===== src/rtl/alu_stage.sv =====
// rtl/alu_stage.sv - ALU execute stage: D->ALU register, ALU, 4-cycle multiplier, branch resolve
`timescale 1ns/1ps

package alu_stage_pkg;
    localparam int XLEN = 32;
    localparam int REGW = 5;

    typedef enum logic [3:0] {
        ALU_ADD, ALU_SUB, ALU_AND, ALU_OR, ALU_XOR, ALU_SLL,
        ALU_SRL, ALU_SRA, ALU_SLT, ALU_SLTU, ALU_MUL, ALU_PASS_B
    } alu_op_e;

    typedef enum logic [1:0] {FROM_ALU, FROM_C, FROM_PC4} result_src_e;
    typedef enum logic [1:0] {SIZE_BYTE, SIZE_HALF, SIZE_WORD} data_size_e;
    typedef enum logic [1:0] {XCPT_NONE, XCPT_ILLEGAL, XCPT_ADDR_MISALIGN, XCPT_ECALL} xcpt_e;
endpackage

module alu_stage
    import alu_stage_pkg::*;
(
    input  logic              clk,
    input  logic              reset,
    input  logic              stall_in,
    input  logic              flush_in,
    input  logic [XLEN-1:0]   rs1_data_in,
    input  logic [XLEN-1:0]   rs2_data_in,
    input  logic [XLEN-1:0]   imm_in,
    input  logic [XLEN-1:0]   pc_in,
    input  alu_op_e           alu_op_in,
    input  logic              alu_src_in,
    input  logic              branch_in,
    input  logic              jump_in,
    input  logic [REGW-1:0]   rd_in,
    input  logic              reg_write_in,
    input  logic              mem_write_in,
    input  result_src_e       result_src_in,
    input  data_size_e        data_size_in,
    input  xcpt_e             xcpt_in,
    output logic [XLEN-1:0]   alu_res_out,
    output logic [XLEN-1:0]   write_data_out,
    output logic [XLEN-1:0]   pc_plus4_out,
    output logic              alu_valid_out,
    output logic [REGW-1:0]   rd_out,
    output logic              reg_write_out,
    output logic              mem_write_out,
    output result_src_e       result_src_out,
    output data_size_e        data_size_out,
    output xcpt_e             xcpt_out,
    output logic              branch_taken_out,
    output logic [XLEN-1:0]   branch_target_out,
    output logic              busy_out
);

    typedef struct packed {
        logic              valid;
        logic [XLEN-1:0]   rs1;
        logic [XLEN-1:0]   rs2;
        logic [XLEN-1:0]   imm;
        logic [XLEN-1:0]   pc;
        alu_op_e           op;
        logic              alu_src;
        logic              branch;
        logic              jump;
        logic [REGW-1:0]   rd;
        logic              reg_write;
        logic              mem_write;
        result_src_e       result_src;
        data_size_e        data_size;
        xcpt_e             xcpt;
    } stage_t;

    typedef enum logic [1:0] {S_IDLE, S_MUL_RUN, S_DONE} mul_state_e;

    stage_t            stage_q, stage_d;
    mul_state_e        state_q, state_d;
    logic [1:0]        cnt_q, cnt_d;
    logic [XLEN-1:0]   acc_q, acc_d;

    logic [XLEN-1:0]   op_a, op_b, alu_res;
    logic [4:0]        shamt, byte_sh;
    logic [7:0]        mul_byte;
    logic [XLEN-1:0]   mul_partial;
    logic              mul_entry, busy, mem_access, misaligned;

    assign op_a      = stage_q.rs1;
    assign op_b      = stage_q.alu_src ? stage_q.imm : stage_q.rs2;
    assign shamt     = op_b[4:0];
    assign mul_entry = stage_q.valid && (stage_q.op == ALU_MUL) && (state_q == S_IDLE);
    assign busy      = mul_entry || (state_q == S_MUL_RUN);

    // One byte of B per cycle: partial product of A and that byte, shifted into place
    assign byte_sh     = {cnt_q, 3'b000};
    assign mul_byte    = 8'(op_b >> byte_sh);
    assign mul_partial = (op_a * {{(XLEN-8){1'b0}}, mul_byte}) << byte_sh;

    // Capture decode outputs as a live instruction
    always_comb begin
        stage_d            = '0;
        stage_d.valid      = 1'b1;
        stage_d.rs1        = rs1_data_in;
        stage_d.rs2        = rs2_data_in;
        stage_d.imm        = imm_in;
        stage_d.pc         = pc_in;
        stage_d.op         = alu_op_in;
        stage_d.alu_src    = alu_src_in;
        stage_d.branch     = branch_in;
        stage_d.jump       = jump_in;
        stage_d.rd         = rd_in;
        stage_d.reg_write  = reg_write_in;
        stage_d.mem_write  = mem_write_in;
        stage_d.result_src = result_src_in;
        stage_d.data_size  = data_size_in;
        stage_d.xcpt       = xcpt_in;
    end

    // D->ALU register: bubble on reset/flush, hold on stall or multiply in progress
    always_ff @(posedge clk) begin
        if (!reset || flush_in) begin
            stage_q <= '0;
        end else if (!stall_in && !busy) begin
            stage_q <= stage_d;
        end
    end

    // Multiplier state, byte counter and accumulator
    always_ff @(posedge clk) begin
        if (!reset) begin
            state_q <= S_IDLE;
            cnt_q   <= 2'd0;
            acc_q   <= '0;
        end else begin
            state_q <= state_d;
            cnt_q   <= cnt_d;
            acc_q   <= acc_d;
        end
    end

    // Multiplier next state: entry cycle handles byte 0, MUL_RUN handles bytes 1..3
    always_comb begin
        state_d = state_q;
        cnt_d   = cnt_q;
        acc_d   = acc_q;
        if (flush_in) begin
            state_d = S_IDLE;
            cnt_d   = 2'd0;
            acc_d   = '0;
        end else begin
            case (state_q)
                S_IDLE: begin
                    if (mul_entry) begin
                        acc_d   = mul_partial;
                        cnt_d   = cnt_q + 2'd1;
                        state_d = S_MUL_RUN;
                    end
                end
                S_MUL_RUN: begin
                    acc_d = acc_q + mul_partial;
                    cnt_d = cnt_q + 2'd1;
                    if (cnt_q == 2'd3) begin
                        state_d = S_DONE;
                        cnt_d   = 2'd0;
                    end
                end
                S_DONE: begin
                    if (!stall_in) begin
                        state_d = S_IDLE;
                    end
                end
                default: state_d = S_IDLE;
            endcase
        end
    end

    // ALU result from registered operands; MUL reads the finished accumulator
    always_comb begin
        alu_res = '0;
        case (stage_q.op)
            ALU_ADD:    alu_res = op_a + op_b;
            ALU_SUB:    alu_res = op_a - op_b;
            ALU_AND:    alu_res = op_a & op_b;
            ALU_OR:     alu_res = op_a | op_b;
            ALU_XOR:    alu_res = op_a ^ op_b;
            ALU_SLL:    alu_res = op_a << shamt;
            ALU_SRL:    alu_res = op_a >> shamt;
            ALU_SRA:    alu_res = $unsigned($signed(op_a) >>> shamt);
            ALU_SLT:    alu_res = {{(XLEN-1){1'b0}}, ($signed(op_a) < $signed(op_b))};
            ALU_SLTU:   alu_res = {{(XLEN-1){1'b0}}, (op_a < op_b)};
            ALU_MUL:    alu_res = acc_q;
            ALU_PASS_B: alu_res = op_b;
            default:    alu_res = '0;
        endcase
    end

    // Exceptions, control pass-through, branch resolution and valid/busy reporting
    always_comb begin
        mem_access = stage_q.mem_write || (stage_q.result_src == FROM_C);
        case (stage_q.data_size)
            SIZE_HALF: misaligned = alu_res[0];
            SIZE_WORD: misaligned = |alu_res[1:0];
            default:   misaligned = 1'b0;
        endcase

        if (stage_q.xcpt != XCPT_NONE) begin
            xcpt_out = stage_q.xcpt;
        end else if (mem_access && misaligned) begin
            xcpt_out = XCPT_ADDR_MISALIGN;
        end else begin
            xcpt_out = XCPT_NONE;
        end

        alu_res_out      = alu_res;
        write_data_out   = stage_q.rs2;
        pc_plus4_out     = stage_q.pc + XLEN'(4);
        rd_out           = stage_q.rd;
        result_src_out   = stage_q.result_src;
        data_size_out    = stage_q.data_size;
        reg_write_out    = stage_q.reg_write && (xcpt_out == XCPT_NONE);
        mem_write_out    = stage_q.mem_write && (xcpt_out == XCPT_NONE);
        busy_out         = busy;
        alu_valid_out    = stage_q.valid && !busy && (stage_q.result_src != FROM_C);
        branch_taken_out = stage_q.valid && (xcpt_out == XCPT_NONE) &&
                           (stage_q.jump || (stage_q.branch && ((op_a - op_b) == '0)));
        if (stage_q.jump && stage_q.alu_src) begin
            branch_target_out = (op_a + stage_q.imm) & {{(XLEN-1){1'b1}}, 1'b0};
        end else begin
            branch_target_out = stage_q.pc + stage_q.imm;
        end
    end

endmodule


===== config.mk =====
export PLATFORM = sky130hd
export DESIGN_NAME = alu_stage
export DESIGN_NICKNAME = d
export VERILOG_FILES = /design/src/rtl/alu_stage.sv
export SDC_FILE = /design/constraint.sdc
export NUM_CORES = 2
export LEC_CHECK = 0
export ABC_CLOCK_PERIOD_IN_PS = 8850
export CAP_MARGIN = 40
export CORE_MARGIN = 2
export CORE_UTILIZATION = 45
export CTS_CLUSTER_SIZE = 25
export DETAILED_ROUTE_END_ITERATION = 10
export PLACE_DENSITY = 0.66
export SLEW_MARGIN = 20
export SYNTH_ARGS = -nofsm -noshare
export SYNTH_HDL_FRONTEND = slang
export SYNTH_SLANG_ARGS = --single-unit

===== constraint.sdc =====
create_clock -name clk -period 8.85 [get_ports clk]
set_input_delay 1.77 -clock clk [delete_from_list [all_inputs] [get_ports clk]]
set_output_delay 1.77 -clock clk [all_outputs]
set_load 0.05 [all_outputs]

==> flow_summary_export.csv <==
group,metric,value,unit
routing,first_pass_iters,11,
yosys,yosysMostFrequentCell,"nand2_1",
sta,fin_worst_skew,0.0285,ns
floorplan,die_h,255,um
pwr,ir_drop,0.125,mV
sta,clock.fmax,0.118,GHz
sta,rsz0062_at_grt,"false",
yosys,syn-num-nets,4473,
sta,whs,0.458,ns
setup_path,cp_max_fo,9,
setup_path,crit_slowest_cell,"fa_1",
yosys,synthCells,3922,
yosys,synthAdderAreaFrac,0.218,
setup_path,crit_required,9.28,ns
pwr,power.density,86.7,nW/um^2
finish,fillCellCount,6252,
routing,routed_wl,137000,um
yosys,synth_top_area_share,0.130,
yosys,synth_seq_cells,185,
finish,register_area,3710,sq um
yosys,synthXorXnorAreaFrac,0.0542,
setup_path,arrival,8.91,ns
yosys,yosys.area_share.simple,0.208,
floorplan,fp-row-count,92,
sta,setup_viol,0,
yosys,yosys_warnings,0,
yosys,syn_area_per_cell,7.25,sq um
clock_tree,htree_levels,4,
setup_path,critPathKind,"flop to flop",
finish,syn2layout_area_growth,16.6,%
clock_tree,clock_sinks,185,
status,status,"finished with violations",
floorplan,initial_core_util,0.453,
routing,vias,31400,
floorplan,ios,296,
clock_tree,clock_latency,0.51,ns
yosys,syn-cell-area,28400,sq um
setup_path,slowest_delay,0.53,ns
placed_design,hpwlAfterDp,108000,um
global_route,grt_start_max_net_pins,74,
sta,setup_slack,0.369,ns
placed_design,place_area,32400,sq um
clock_tree,numCtsBuffers,17,
yosys,synth_largest_area_cell,"dfxtp_1",
finish,multiInputGateArea,22600,sq um
yosys,synth_top_family_by_area,"compound AO/OA/AOI/OAI gates",
sta,fin_setup_tns,0,ns
floorplan,coreArea,62700,sq um
finish,fin_nets,4652,
global_route,grt_first_pass_wirelength,199000,um
sta,tightest_slew,0.946,ns
finish,fin_area,33200,sq um
pwr,p_leak,0.0143,uW
setup_path,worst_setup_path_end_kind,"flop",
clock_tree,clock_path_buffers,2,
routing,drcViolationCount,7,
routing,wl_per_cell,27.6,um
clock_tree,clk_pin_slew,0.10,ns
yosys,synth_cell_types,86,
sta,fin_crit,8.48,ns
yosys,synth_compound_area_frac,0.251,
sta,slew_viol_final,0,
yosys,synth_commonest_cells,"nand2_1, nor2_1, a21oi_1",
floorplan,die_area,65200,sq um
setup_path,start_kind,"flop",
global_route,grt-ovfl-total,0,
placed_design,gp_congestion,1.09,
status,violations,"DRC",
global_route,antenna_found_initial,16,
yosys,seq_area_frac_synth,0.130,
clock_tree,ctsRootBufferMaster,"clkbuf_16",
sta,hold_viol,0,
finish,drive_gt1_frac,0.0625,
job,cap_viol_max_count,0,
yosys,synth-edff-count,0,
routing,via_per_inst,6.33,
placed_design,portBuffers,295,
global_route,grt_util_all_layers,0.407,
placed_design,place_worst_setup_slack,0.482,ns
yosys,synthMuxAreaShare,0.0586,
clock_tree,cts_tree,"yes",
yosys,synthArstFlopShare,0,
setup_path,critical_path.most_common_cell,"fa_1",
global_route,grt_pass1_vias,29400,
routing,ant_nets,0,
min_path,hp-class,"flop to flop",
yosys,synthFlopType,"dfxtp_1",
routing,dr.first_iter.drc_count,4298,
sta,fin_crit_sh,0.958,
floorplan,die_w,255,um
yosys,synthTopCellsByArea,"dfxtp_1, fa_1, ha_1",
sta,max_slew_margin,0.369,
==> worst max-delay path: cells and delay by family (launching register included) <==
kind	cells	cell delay [ns]
AOI/OAI and AO/OA	10	2.50
and+or+nand+nor	5	0.94
xor gates and xnor gates	1	0.17
adders and majority gates	6	2.68
muxes	3	1.07
buffers and inverters	4	0.55
DFF	1	0.51
==> flip-flops by register name (all words and copies together), names as in the netlist <==
name / cells
stage_q: 76
acc_q: 32
op_a: 32
write_data_out: 32
rd_out: 5
cnt_q: 2
data_size_out: 2
result_src_out: 2
state_q: 2
==> stage by stage <==
step	cells	util	power, uW
finish	4966	0.529	2880
global route	4963	0.529	2960
CTS	4952	0.526	2850
detailed placement	4920	0.516	1950
global placement	4915	0.515	1950
floorplan	3922	-	1530
==> what timing repair did <==
action / 4_1_cts / 5_1_grt
gates resized for setup: 0 / 9
buffers inserted: 0 / 6
hold buffers: 0 / 0
endpoints found under the setup margin: 0 / 5
==> cells by family after synthesis <==
kind of cell               after synthesis
buffers and inverters                  554
xor gates and xnor gates               173
AOI/OAI and AO/OA                     1111
and+or+nand+nor                       1351
muxes                                  149
adders and majority gates              399
DFF                                    185
==> layout by cell type, fill, tap and decap left out, types with 11 or more instances in the layout <==
| cell type | count |
|---|---|
| clkdlybuf4s50_1 | 294 |
| a211o_1 | 11 |
| nor3_1 | 66 |
| clkbuf_16 | 17 |
| mux2i_1 | 112 |
| o2111ai_1 | 13 |
| a221oi_1 | 15 |
| nor4_1 | 12 |
| o21ai_0 | 207 |
| a21oi_1 | 389 |
| xnor2_1 | 117 |
| or3_1 | 18 |
| nand4_1 | 26 |
| xor2_1 | 54 |
| mux2_2 | 14 |
| a21o_1 | 83 |
| buf_4 | 134 |
| o21a_1 | 27 |
| fa_1 | 161 |
| and3_1 | 24 |
| nor2b_1 | 20 |
| nand2b_1 | 55 |
| o211ai_1 | 54 |
| dfxtp_1 | 183 |
| o21bai_1 | 31 |
| nor2_1 | 411 |
| a31oi_1 | 31 |
| o31ai_1 | 15 |
| nand3_1 | 52 |
| a222oi_1 | 42 |
| o22ai_1 | 17 |
| o221ai_1 | 13 |
| a22oi_1 | 12 |
| or2_2 | 19 |
| a311oi_1 | 13 |
| a211oi_1 | 32 |
| ha_1 | 238 |
| inv_1 | 265 |
| nand2_1 | 567 |
| and2_1 | 43 |
==> power by group <==
group | switching, uW | leakage [uW] | internal, uW
registers | 36.4 | 0.00150 | 854
logic | 710 | 0.0125 | 370
clock network | 497 | 0.000320 | 408
total | 1240 | 0.0143 | 1630
==> area by class of cell <==
| type | count | area share |
|---|---|---|
| Timing Repair Buffer | 433 | 0.121 |
| Sequential cell | 185 | 0.112 |
| Tap cell | 846 | 0.0319 |
| Inverter | 280 | 0.0318 |
| Clock buffer | 17 | 0.0128 |
| Clock inverter | 15 | 0.00717 |
| Antenna cell | 6 | 0.000453 |
| Multi-Input combinational cell | 3184 | 0.683 |
==> routing by layer <==
layer  wire (um)  GRT usage
met5         138          0
met4        9490      0.241
met3       16200      0.107
met2       58900      0.621
met1       52600      0.517
==> final timing paths <==
kind	startpoint	end	slack [ns]	cells after the start
worst max register to register	stage_q[15]	acc_q[31]	0.37	29
worst max-delay path	stage_q[15]	acc_q[31]	0.37	29
worst min-delay path	rd_out[4]	rd_out[4]	0.46	2
worst min register to register	rd_out[4]	rd_out[4]	0.46	2
Note: power is estimated with default switching activity, not from simulation.
